## src/rtl/rv32_decode_stage_if.sv

```systemverilog
// rtl/rv32_decode_stage_if.sv - fetch-side instruction handshake and issue-side decoded bundle
interface rv32_decode_stage_if #(parameter int XLEN = 32);
  logic            flush;
  logic            in_valid;
  logic            in_ready;
  logic [31:0]     in_instr;
  logic [XLEN-1:0] in_pc;
  logic            out_valid;
  logic            out_ready;
  logic [XLEN-1:0] out_pc;
  logic [5:0]      out_mnemonic;
  logic [2:0]      out_op_type;
  logic [2:0]      out_unit;
  logic [4:0]      out_rd;
  logic [4:0]      out_rs1;
  logic [4:0]      out_rs2;
  logic [31:0]     out_imm;
  logic            out_illegal;
  logic            out_halt;

  modport master (
    output flush, in_valid, in_instr, in_pc, out_ready,
    input  in_ready, out_valid, out_pc, out_mnemonic, out_op_type, out_unit,
           out_rd, out_rs1, out_rs2, out_imm, out_illegal, out_halt
  );

  modport slave (
    input  flush, in_valid, in_instr, in_pc, out_ready,
    output in_ready, out_valid, out_pc, out_mnemonic, out_op_type, out_unit,
           out_rd, out_rs1, out_rs2, out_imm, out_illegal, out_halt
  );
endinterface

```

## src/rtl/rv32_decode_stage.sv

```systemverilog
// rtl/rv32_decode_stage.sv - RV32I decode stage with output/skid registers and halt FSM
module rv32_decode_stage #(
  parameter int          XLEN      = 32,
  parameter logic [31:0] HALT_WORD = 32'h00010073
) (
  input  logic              clk,
  input  logic              reset_n,
  rv32_decode_stage_if.slave bus
);

  localparam logic [2:0] R_TYPE = 3'd0, I_TYPE = 3'd1, S_TYPE = 3'd2,
                         B_TYPE = 3'd3, U_TYPE = 3'd4, J_TYPE = 3'd5;
  localparam logic [2:0] ALU = 3'd0, BRU = 3'd1, MAU = 3'd2;

  typedef struct packed {
    logic [XLEN-1:0] pc;
    logic [5:0]      mnemonic;
    logic [2:0]      op_type;
    logic [2:0]      unit;
    logic [4:0]      rd;
    logic [4:0]      rs1;
    logic [4:0]      rs2;
    logic [31:0]     imm;
    logic            illegal;
    logic            halt;
  } bundle_t;

  typedef enum logic {RUN, HALTED} state_t;

  function automatic bundle_t decode(input logic [31:0] w, input logic [XLEN-1:0] pc);
    bundle_t    b;
    logic       ok;
    logic [2:0] f3;
    logic [6:0] f7;
    b    = '0;
    b.pc = pc;
    ok   = 1'b1;
    f3   = w[14:12];
    f7   = w[31:25];
    if (w == HALT_WORD) begin
      b.halt = 1'b1;
      return b;
    end
    case (w[6:0])
      7'h13: begin
        b.op_type = I_TYPE;
        b.unit    = ALU;
        case (f3)
          3'd0:    b.mnemonic = 6'd0;
          3'd2:    b.mnemonic = 6'd1;
          3'd3:    b.mnemonic = 6'd2;
          3'd4:    b.mnemonic = 6'd3;
          3'd6:    b.mnemonic = 6'd4;
          3'd7:    b.mnemonic = 6'd5;
          3'd1: begin
            b.mnemonic = 6'd6;
            ok         = (f7 == 7'h00);
          end
          default: begin
            b.mnemonic = (f7 == 7'h20) ? 6'd8 : 6'd7;
            ok         = (f7 == 7'h00) || (f7 == 7'h20);
          end
        endcase
      end
      7'h37: begin b.op_type = U_TYPE; b.unit = ALU; b.mnemonic = 6'd9;  end
      7'h17: begin b.op_type = U_TYPE; b.unit = ALU; b.mnemonic = 6'd10; end
      7'h33: begin
        b.op_type = R_TYPE;
        b.unit    = ALU;
        ok        = (f7 == 7'h00) || ((f7 == 7'h20) && ((f3 == 3'd0) || (f3 == 3'd5)));
        case (f3)
          3'd0:    b.mnemonic = f7[5] ? 6'd12 : 6'd11;
          3'd1:    b.mnemonic = 6'd13;
          3'd2:    b.mnemonic = 6'd14;
          3'd3:    b.mnemonic = 6'd15;
          3'd4:    b.mnemonic = 6'd16;
          3'd5:    b.mnemonic = f7[5] ? 6'd18 : 6'd17;
          3'd6:    b.mnemonic = 6'd19;
          default: b.mnemonic = 6'd20;
        endcase
      end
      7'h6F: begin b.op_type = J_TYPE; b.unit = BRU; b.mnemonic = 6'd21; end
      7'h67: begin
        b.op_type  = I_TYPE;
        b.unit     = BRU;
        b.mnemonic = 6'd22;
        ok         = (f3 == 3'd0);
      end
      7'h63: begin
        b.op_type = B_TYPE;
        b.unit    = BRU;
        case (f3)
          3'd0:    b.mnemonic = 6'd23;
          3'd1:    b.mnemonic = 6'd24;
          3'd4:    b.mnemonic = 6'd25;
          3'd5:    b.mnemonic = 6'd26;
          3'd6:    b.mnemonic = 6'd27;
          3'd7:    b.mnemonic = 6'd28;
          default: ok = 1'b0;
        endcase
      end
      7'h03: begin
        b.op_type = I_TYPE;
        b.unit    = MAU;
        // LB was appended after the other loads, hence its out-of-order code
        case (f3)
          3'd0:    b.mnemonic = 6'd36;
          3'd1:    b.mnemonic = 6'd30;
          3'd2:    b.mnemonic = 6'd29;
          3'd4:    b.mnemonic = 6'd32;
          3'd5:    b.mnemonic = 6'd31;
          default: ok = 1'b0;
        endcase
      end
      7'h23: begin
        b.op_type = S_TYPE;
        b.unit    = MAU;
        case (f3)
          3'd0:    b.mnemonic = 6'd35;
          3'd1:    b.mnemonic = 6'd34;
          3'd2:    b.mnemonic = 6'd33;
          default: ok = 1'b0;
        endcase
      end
      default: ok = 1'b0;
    endcase
    case (b.op_type)
      R_TYPE: begin
        b.rd  = w[11:7];
        b.rs1 = w[19:15];
        b.rs2 = w[24:20];
      end
      I_TYPE: begin
        b.rd  = w[11:7];
        b.rs1 = w[19:15];
        if ((w[6:0] == 7'h13) && (f3[1:0] == 2'b01))
          b.imm = {27'b0, w[24:20]};
        else
          b.imm = {{20{w[31]}}, w[31:20]};
      end
      S_TYPE: begin
        b.rs1 = w[19:15];
        b.rs2 = w[24:20];
        b.imm = {{20{w[31]}}, w[31:25], w[11:7]};
      end
      B_TYPE: begin
        b.rs1 = w[19:15];
        b.rs2 = w[24:20];
        b.imm = {{20{w[31]}}, w[31], w[7], w[30:25], w[11:8]};
      end
      U_TYPE: begin
        b.rd  = w[11:7];
        b.imm = {w[31:12], 12'b0};
      end
      default: begin
        b.rd  = w[11:7];
        b.imm = {{12{w[31]}}, w[31], w[19:12], w[20], w[30:21]};
      end
    endcase
    if (!ok) begin
      b         = '0;
      b.pc      = pc;
      b.illegal = 1'b1;
    end
    return b;
  endfunction

  bundle_t out_q;
  bundle_t skid_q;
  bundle_t dec;
  logic    out_valid_q;
  logic    skid_valid_q;
  logic    in_ready_q;
  state_t  state;
  state_t  state_nx;
  logic    accept;
  logic    out_free;
  logic    skid_nx;

  always_comb begin
    dec      = decode(bus.in_instr, bus.in_pc);
    accept   = bus.in_valid && in_ready_q;
    out_free = !out_valid_q || bus.out_ready;
    // in_ready high guarantees an empty skid, so a drain never collides with a new fill
    skid_nx  = out_free ? 1'b0 : (skid_valid_q || accept);
    state_nx = (accept && dec.halt) ? HALTED : state;
  end

  always_ff @(posedge clk or negedge reset_n) begin
    if (!reset_n) begin
      out_q        <= '0;
      skid_q       <= '0;
      out_valid_q  <= 1'b0;
      skid_valid_q <= 1'b0;
      in_ready_q   <= 1'b0;
      state        <= RUN;
    end else if (bus.flush) begin
      out_valid_q  <= 1'b0;
      skid_valid_q <= 1'b0;
      in_ready_q   <= 1'b1;
      state        <= RUN;
    end else begin
      if (out_free) begin
        if (skid_valid_q) begin
          out_q       <= skid_q;
          out_valid_q <= 1'b1;
        end else if (accept) begin
          out_q       <= dec;
          out_valid_q <= 1'b1;
        end else begin
          out_valid_q <= 1'b0;
        end
      end else if (accept) begin
        skid_q <= dec;
      end
      skid_valid_q <= skid_nx;
      state        <= state_nx;
      in_ready_q   <= (state_nx == RUN) && !skid_nx;
    end
  end

  assign bus.in_ready     = in_ready_q;
  assign bus.out_valid    = out_valid_q;
  assign bus.out_pc       = out_q.pc;
  assign bus.out_mnemonic = out_q.mnemonic;
  assign bus.out_op_type  = out_q.op_type;
  assign bus.out_unit     = out_q.unit;
  assign bus.out_rd       = out_q.rd;
  assign bus.out_rs1      = out_q.rs1;
  assign bus.out_rs2      = out_q.rs2;
  assign bus.out_imm      = out_q.imm;
  assign bus.out_illegal  = out_q.illegal;
  assign bus.out_halt     = out_q.halt;

endmodule

```

## src/flat_wrapper.sv

```systemverilog
// flat-port wrapper written by rule: the top's interface ports become plain ports
module rv32_decode_stage_flat 
#(
  parameter int          XLEN      = 32,
  parameter logic [31:0] HALT_WORD = 32'h00010073
)
  (clk, reset_n, bus_flush, bus_in_valid, bus_in_instr, bus_in_pc, bus_out_ready, bus_in_ready, bus_out_valid, bus_out_pc, bus_out_mnemonic, bus_out_op_type, bus_out_unit, bus_out_rd, bus_out_rs1, bus_out_rs2, bus_out_imm, bus_out_illegal, bus_out_halt);
  rv32_decode_stage_if #(.XLEN(XLEN)) bus_i ();
  input  logic clk;
  input  logic reset_n;
  input wire logic [$bits(bus_i.flush)-1:0] bus_flush;
  input wire logic [$bits(bus_i.in_valid)-1:0] bus_in_valid;
  input wire logic [$bits(bus_i.in_instr)-1:0] bus_in_instr;
  input wire logic [$bits(bus_i.in_pc)-1:0] bus_in_pc;
  input wire logic [$bits(bus_i.out_ready)-1:0] bus_out_ready;
  output wire logic [$bits(bus_i.in_ready)-1:0] bus_in_ready;
  output wire logic [$bits(bus_i.out_valid)-1:0] bus_out_valid;
  output wire logic [$bits(bus_i.out_pc)-1:0] bus_out_pc;
  output wire logic [$bits(bus_i.out_mnemonic)-1:0] bus_out_mnemonic;
  output wire logic [$bits(bus_i.out_op_type)-1:0] bus_out_op_type;
  output wire logic [$bits(bus_i.out_unit)-1:0] bus_out_unit;
  output wire logic [$bits(bus_i.out_rd)-1:0] bus_out_rd;
  output wire logic [$bits(bus_i.out_rs1)-1:0] bus_out_rs1;
  output wire logic [$bits(bus_i.out_rs2)-1:0] bus_out_rs2;
  output wire logic [$bits(bus_i.out_imm)-1:0] bus_out_imm;
  output wire logic [$bits(bus_i.out_illegal)-1:0] bus_out_illegal;
  output wire logic [$bits(bus_i.out_halt)-1:0] bus_out_halt;
  assign bus_i.flush = bus_flush;
  assign bus_i.in_valid = bus_in_valid;
  assign bus_i.in_instr = bus_in_instr;
  assign bus_i.in_pc = bus_in_pc;
  assign bus_i.out_ready = bus_out_ready;
  assign bus_in_ready = bus_i.in_ready;
  assign bus_out_valid = bus_i.out_valid;
  assign bus_out_pc = bus_i.out_pc;
  assign bus_out_mnemonic = bus_i.out_mnemonic;
  assign bus_out_op_type = bus_i.out_op_type;
  assign bus_out_unit = bus_i.out_unit;
  assign bus_out_rd = bus_i.out_rd;
  assign bus_out_rs1 = bus_i.out_rs1;
  assign bus_out_rs2 = bus_i.out_rs2;
  assign bus_out_imm = bus_i.out_imm;
  assign bus_out_illegal = bus_i.out_illegal;
  assign bus_out_halt = bus_i.out_halt;
  rv32_decode_stage #(.XLEN(XLEN), .HALT_WORD(HALT_WORD)) u_core (.clk(clk), .reset_n(reset_n), .bus(bus_i));
endmodule
```

## config.mk

```make
export PLATFORM = sky130hd
export DESIGN_NAME = rv32_decode_stage_flat
export DESIGN_NICKNAME = d
export VERILOG_FILES = /design/src/rtl/rv32_decode_stage_if.sv /design/src/rtl/rv32_decode_stage.sv /design/src/flat_wrapper.sv
export SDC_FILE = /design/constraint.sdc
export NUM_CORES = 1
export LEC_CHECK = 0
export CAP_MARGIN = 40
export CORE_MARGIN = 5
export CORE_UTILIZATION = 35
export DETAILED_ROUTE_END_ITERATION = 10
export DONT_BUFFER_PORTS = 1
export PLACE_DENSITY_LB_ADDON = 0.12
export SLEW_MARGIN = 20
export SYNTH_ARGS = -nofsm -noshare
export SYNTH_HDL_FRONTEND = slang
export SYNTH_SLANG_ARGS = --single-unit
```

## constraint.sdc

```tcl
create_clock -name clk -period 1.8 [get_ports clk]
set_input_delay 0.09 -clock clk [delete_from_list [all_inputs] [get_ports clk]]
set_output_delay 0.09 -clock clk [all_outputs]
set_load 0.05 [all_outputs]
```

## Yosys cells after proc, flatten, opt, wreduce, memory -nomap -nowiden

Index checks and enable logic that the tools add are counted.

- Bits of input ports: 69
- Logic and storage cells: 113
- Bits in registers: 190

- Eq/ne operators: 23
- Reductions and logical operators: 27
- Bitwise gates (word level): 3
- Muxes and demuxes: 36

Operators with widths:

| cell | number |
|---|---|
| $mux W93 | 4 |
| $pmux W32 S5 | 1 |
| $pmux W12 S9 | 1 |
| $pmux W6 S7 | 2 |
| $mux W61 | 1 |
| $eq A32 B17 Y1 const B | 1 |
| $mux W32 | 1 |
| $pmux W5 S6 | 1 |
| $pmux W6 S5 | 1 |
| $eq A7 B6 Y1 const B | 4 |
| $eq A7 B7 Y1 const B | 3 |
| $pmux W6 S3 | 1 |
| $eq A3 B3 Y1 const B | 5 |
| $mux W5 | 3 |
| $eq A7 B5 Y1 const B | 2 |
| $mux W1 | 14 |
| $eq A3 B2 Y1 const B | 4 |
| $mux W12 | 1 |
| $reduce_or A6 Y1 | 2 |
| $reduce_or A3 Y1 | 3 |
| $eq A7 B2 Y1 const B | 1 |
| $logic_not A7 Y1 | 1 |
| $pmux W1 S7 | 1 |
| $eq A3 B1 Y1 const B | 2 |
| other kinds (15) | 29 |

## Logic depth before layout (Yosys ltp)

- Word-level depth: 15
- Mapped depth: 10
- Gate-level depth less buffers: 6

## Worst setup path after synthesis

No wires, ideal clock.

- Path kind: register to register
- Start point: register u_core.out_valid_q, in the netlist u_core.bus.out_valid
- End point: register u_core.skid_q[66] (netlist name)
- Clock period less this slack: 2.105 ns
- Slack: -0.305 ns
- Stages on the path, launching flop included: 7
- Arrival time: 2.040 ns
- Setup time: 0.065 ns
- Data required time: 1.735 ns
- Buffers on the path: 2
- Path through: dfrtp_1 > nand2b_1 > nor3_1 > clkbuf_1 > clkbuf_1 > nand2_1 > nand2_1

- Cells in the longest elaborated chain, start to end: 4

RTL lines:

| what | line | text |
|---|---|---|
| start: declaration | rv32_decode_stage.sv:171 | `logic out_valid_q;` |
| start signal: assignment | rv32_decode_stage.sv:193 | `out_valid_q <= 1'b0;` |
| start signal: assignment | rv32_decode_stage.sv:198 | `out_valid_q <= 1'b0;` |
| start signal: assignment | rv32_decode_stage.sv:206 | `out_valid_q <= 1'b1;` |
| $logic_not A1 Y1 | rv32_decode_stage.sv:183 | `out_free = !out_valid_q \|\| bus.out_ready;` |
| $logic_or A1 B1 Y1 | rv32_decode_stage.sv:183 |  |
| $not A1 Y1 (no line) | n/a |  |
| $reduce_and A3 Y1 (no line) | n/a |  |
| end signal: assignment | rv32_decode_stage.sv:192 | `skid_q <= '0;` |
| end signal: assignment | rv32_decode_stage.sv:214 | `skid_q <= dec;` |
| end: declaration | rv32_decode_stage.sv:169 | `bundle_t skid_q;` |

Every way passes these cells.
A chain may end at the register's enable or synchronous reset.

## Worst setup path in the final report

- Start point: register u_core.in_ready_q, in the netlist u_core.bus.in_ready
- End point: register u_core.skid_q[19] (netlist name)

- Cells in the longest elaborated chain, start to end: 2

RTL lines:

| what | line | text |
|---|---|---|
| start: declaration | rv32_decode_stage.sv:173 | `logic in_ready_q;` |
| start signal: assignment | rv32_decode_stage.sv:218 | `in_ready_q <= (state_nx == RUN) && !skid_nx;` |
| $logic_and A1 B1 Y1 | rv32_decode_stage.sv:182 | `accept = bus.in_valid && in_ready_q;` |
| $reduce_and A3 Y1 (no line) | n/a |  |

Every way passes these cells.

==> flow_summary_export.csv <==
group,metric,value,unit
floorplanning,core_area,26000,um2
synth,cell_type_with_the_highest_aggregate_area_in_the_netlist,"sky130_fd_sc_hd__dfrtp_1",
grt,antenna_violations_before_repair,0,
placement,place_ws,-67.1,ps
floorplanning,placement_rows,59,
placement,place.gp.congestion,0.886,
cts,cts.htree.levels,4,
grt,first_pass_grt_wire_length,46.2,mm
pwr,power-per-cell-area,978,nW/um2
synth,post_synth_mux_area_share,4.30,%
setup_path,crit_path_start_kind,"flip-flop",
floorplanning,design.die.area,29700,um2
synth,post_synth_main_area_contributors,"sky130_fd_sc_hd__dfrtp_1, sky130_fd_sc_hd__nand2_1, sky130_fd_sc_hd__a21oi_1",
setup_path,crit_arrival,2070,ps
cts,tritoncts_clock_tree,"yes",
grt,vias_in_the_first_global_route,7662,
drt,ant_nets,0,
timing,finalClockSkew,18.2,ps
floorplanning,start_util,35.5,%
cells_and_area,n_antenna_cell,0,
timing,timing.final.ws_setup,55.1,ps
timing,rsz_0062_raised_after_global_routing,"yes",
timing,hold_ws,-638,ps
synth,synth_compound_area_share,20.3,%
setup_path,critPathKind,"flip-flop to flip-flop",
floorplanning,floorplan.die.height,172,um
timing,transition_at_the_pin_with_the_smallest_max_transition_slack,609,ps
drt,vias,7938,
timing,maximum_frequency_from_static_timing_analysis,0.573,GHz
cells_and_area,layout_common_cells,"sky130_fd_sc_hd__nand2_1, sky130_fd_sc_hd__dfrtp_1, sky130_fd_sc_hd__a21oi_1",
synth,yosysTopAreaCellShare,51.1,%
setup_path,critical_path_required,2120,ps
grt,globalRouteTotalUtil,20.0,%
timing,max-slew-margin-rel,59.4,%
synth,ys_ff_latch,188,
pwr,cellLeakagePower,4.93,nW
synth,asyncSetResetFlopFracSynth,100,%
cells_and_area,layout_commonest_cell,"sky130_fd_sc_hd__nand2_1",
synth,synth_simple_gate_area_share,19.9,%
timing,final-setup-viol-count,0,
cts,clk_transition_reported_paths,80,ps
cts,ctsRootBufferMaster,"sky130_fd_sc_hd__clkbuf_16",
cts,cts.path.max_buffers,2,
synth,synth-edff-count,0,
synth,post_synth_fa_ha_maj_area_fraction,0,%
floorplanning,die_w,172,um
placement,port-buffer-count,0,
drt,routedWlPerCell,21.0,um
outcome,result_of_the_run,"complete, but fails checks",
drt,totalWireLength,30.3,mm
outcome,violations_in_the_final_reports,"negative hold slack",
cells_and_area,final_net_count,1165,
synth,xor_xnor_share_of_the_synthesized_area,0.285,%
pwr,vdd_drop_max,0.000599,V
cts,cts_buffers,17,
floorplanning,pin_count,164,
drt,via_density_per_instance,5.50,
grt,largest_net_degree_at_the_start_of_global_routing,189,
synth,yosysUniqueCellTypes,64,
synth,ys_warn_count,0,
run,max_cap_viol_count,0,
timing,report.final.hold_viol_count,188,
setup_path,timing.critical_path.to_type,"flip-flop",
drt,drt_iter0_markers,673,
synth,syn_nets,1084,
cts,clkLatencyLatePin,440,ps
timing,final.setup.tns,0,ps
cells_and_area,fin_util,43.7,%
timing,post-route-period-util,96.9,%
synth,syn_inst,1015,
placement,detailedPlacementHpwl,19.4,mm
min_path,holdCritPathClass,"primary input to asynchronous set/reset pin",
timing,slew_violations,0,
cells_and_area,layout-area-overhead-vs-synth,23.3,%
synth,ys_seq_area_share,51.1,%
synth,main_combinational_cell_family_by_area_after_synthesis,"compound AO/OA/AOI/OAI gates",
cts,cts_num_sinks,188,
drt,drc,0,
synth,avgSynthCellArea,9.08,um2
drt,firstDrtPassIters,7,
synth,syn_area,9210,um2
cells_and_area,drive_above_1_share,13.4,%
setup_path,crit_fanout,9,
synth,synth_ff_type,"sky130_fd_sc_hd__dfrtp_1",
cts,holdBufCountCts,63,
grt,global_route_total_overflow,0,
timing,final.min_clock_period,1740,ps
## worst paths after layout
path,start,to,slack (ps),cells past startpoint
hold reg to reg,u_core.skid_q[2]$_DFFE_PN0P_,u_core.skid_q[2]$_DFFE_PN0P_,470,2
setup reg to reg,u_core.bus.in_ready$_DFF_PN0_,u_core.skid_q[19]$_DFFE_PN0P_,60,7
setup / recovery,u_core.bus.in_ready$_DFF_PN0_,u_core.skid_q[19]$_DFFE_PN0P_,60,7
hold / removal,reset_n,u_core.skid_q[68]$_DFFE_PN0P_,-640,0
min in group clk,bus_in_instr[30],u_core.skid_q[11]$_DFFE_PN0P_,20,2
max in group asynchronous,reset_n,u_core.skid_valid_q$_DFF_PN0_,2170,0
## critical path, cell delays in order, from the launching register on
cell,delay (ps)
sky130_fd_sc_hd__dfrtp_2,380
sky130_fd_sc_hd__buf_8,160
sky130_fd_sc_hd__nand2_2,100
sky130_fd_sc_hd__buf_4,150
sky130_fd_sc_hd__nor3_4,210
sky130_fd_sc_hd__buf_12,180
sky130_fd_sc_hd__buf_6,130
sky130_fd_sc_hd__mux2_2,330
## area by class of cell
type / count / area, um2
fillers: 2562 / 14600
flip-flops and latches: 188 / 4710
multi-input cells: 739 / 4230
repair buffers: 144 / 1400
clock buffers: 19 / 453
well taps: 335 / 419
clock inverters: 13 / 123
inverters: 6 / 22.5
## flip-flops by register name, summed over array words and instances (netlist names)
signal and cells:
u_core.bus.in_ready 1, u_core.bus.out_rs2 5, u_core.bus.out_pc 32, u_core.bus.out_mnemonic 6, u_core.bus.out_illegal 1, u_core.bus.out_valid 1
u_core.bus.out_rs1 5, u_core.bus.out_halt 1, u_core.state 1, u_core.bus.out_unit 2, u_core.skid_q 92, u_core.skid_valid_q 1
u_core.bus.out_op_type 3, u_core.bus.out_rd 5, u_core.bus.out_imm 32
## cell families after synthesis
logic type	after synthesis
buf+inv	89
xor+xnor	3
simple gates	405
other cells	1
mux	39
flops	188
compound gates	290
## metal layers
layer | track usage, % | vias to the layer above | wire length [um]
met5 | 0 | - | 0
met4 | 6.97 | 0 | 773
met3 | 4.28 | 40 | 2140
met2 | 30.1 | 268 | 13700
met1 | 28.6 | 3854 | 13700
li1 | - | 3776 | -
## power by group
part	internal, W	switching [W]
Combinational	0.000587	0.000723
Clock	0.00191	0.00181
Sequential	0.00474	0.00134
Total	0.00724	0.00387
## timing repair
item / in CTS / in global routing
setup endpoints to repair: 32 / 76
setup buffers: 2 / 3
cloned: 0 / 2
gates resized for setup: 3 / 17
endpoints found under the hold margin: 334 / 188
pin swaps: 0 / 0
## synth_stat cells, drive strengths merged, types with 16 or more instances
cell	number
mux2i	34
clkbuf	67
a21oi	100
o22ai	22
nor2	88
dfrtp	188
a22o	16
buf	16
o31ai	18
nand2	202
nand3	22
o21ai	56
a211oi	18
## stage by stage
step | instance area, um2 | hold slack (ps) | total power [W] | cells
CTS | 11200 | -668 | 0.0112 | 1439
finish | 11400 | -638 | 0.0111 | 1444
floorplan | 9270 | -206 | 0.00693 | 1015
global route | 11400 | -664 | 0.0116 | 1444
global placement | 10000 | -197 | 0.00730 | 1342
detailed placement | 10000 | -196 | 0.00732 | 1342
No activity file was read; power rests on OpenSTA's default activity.
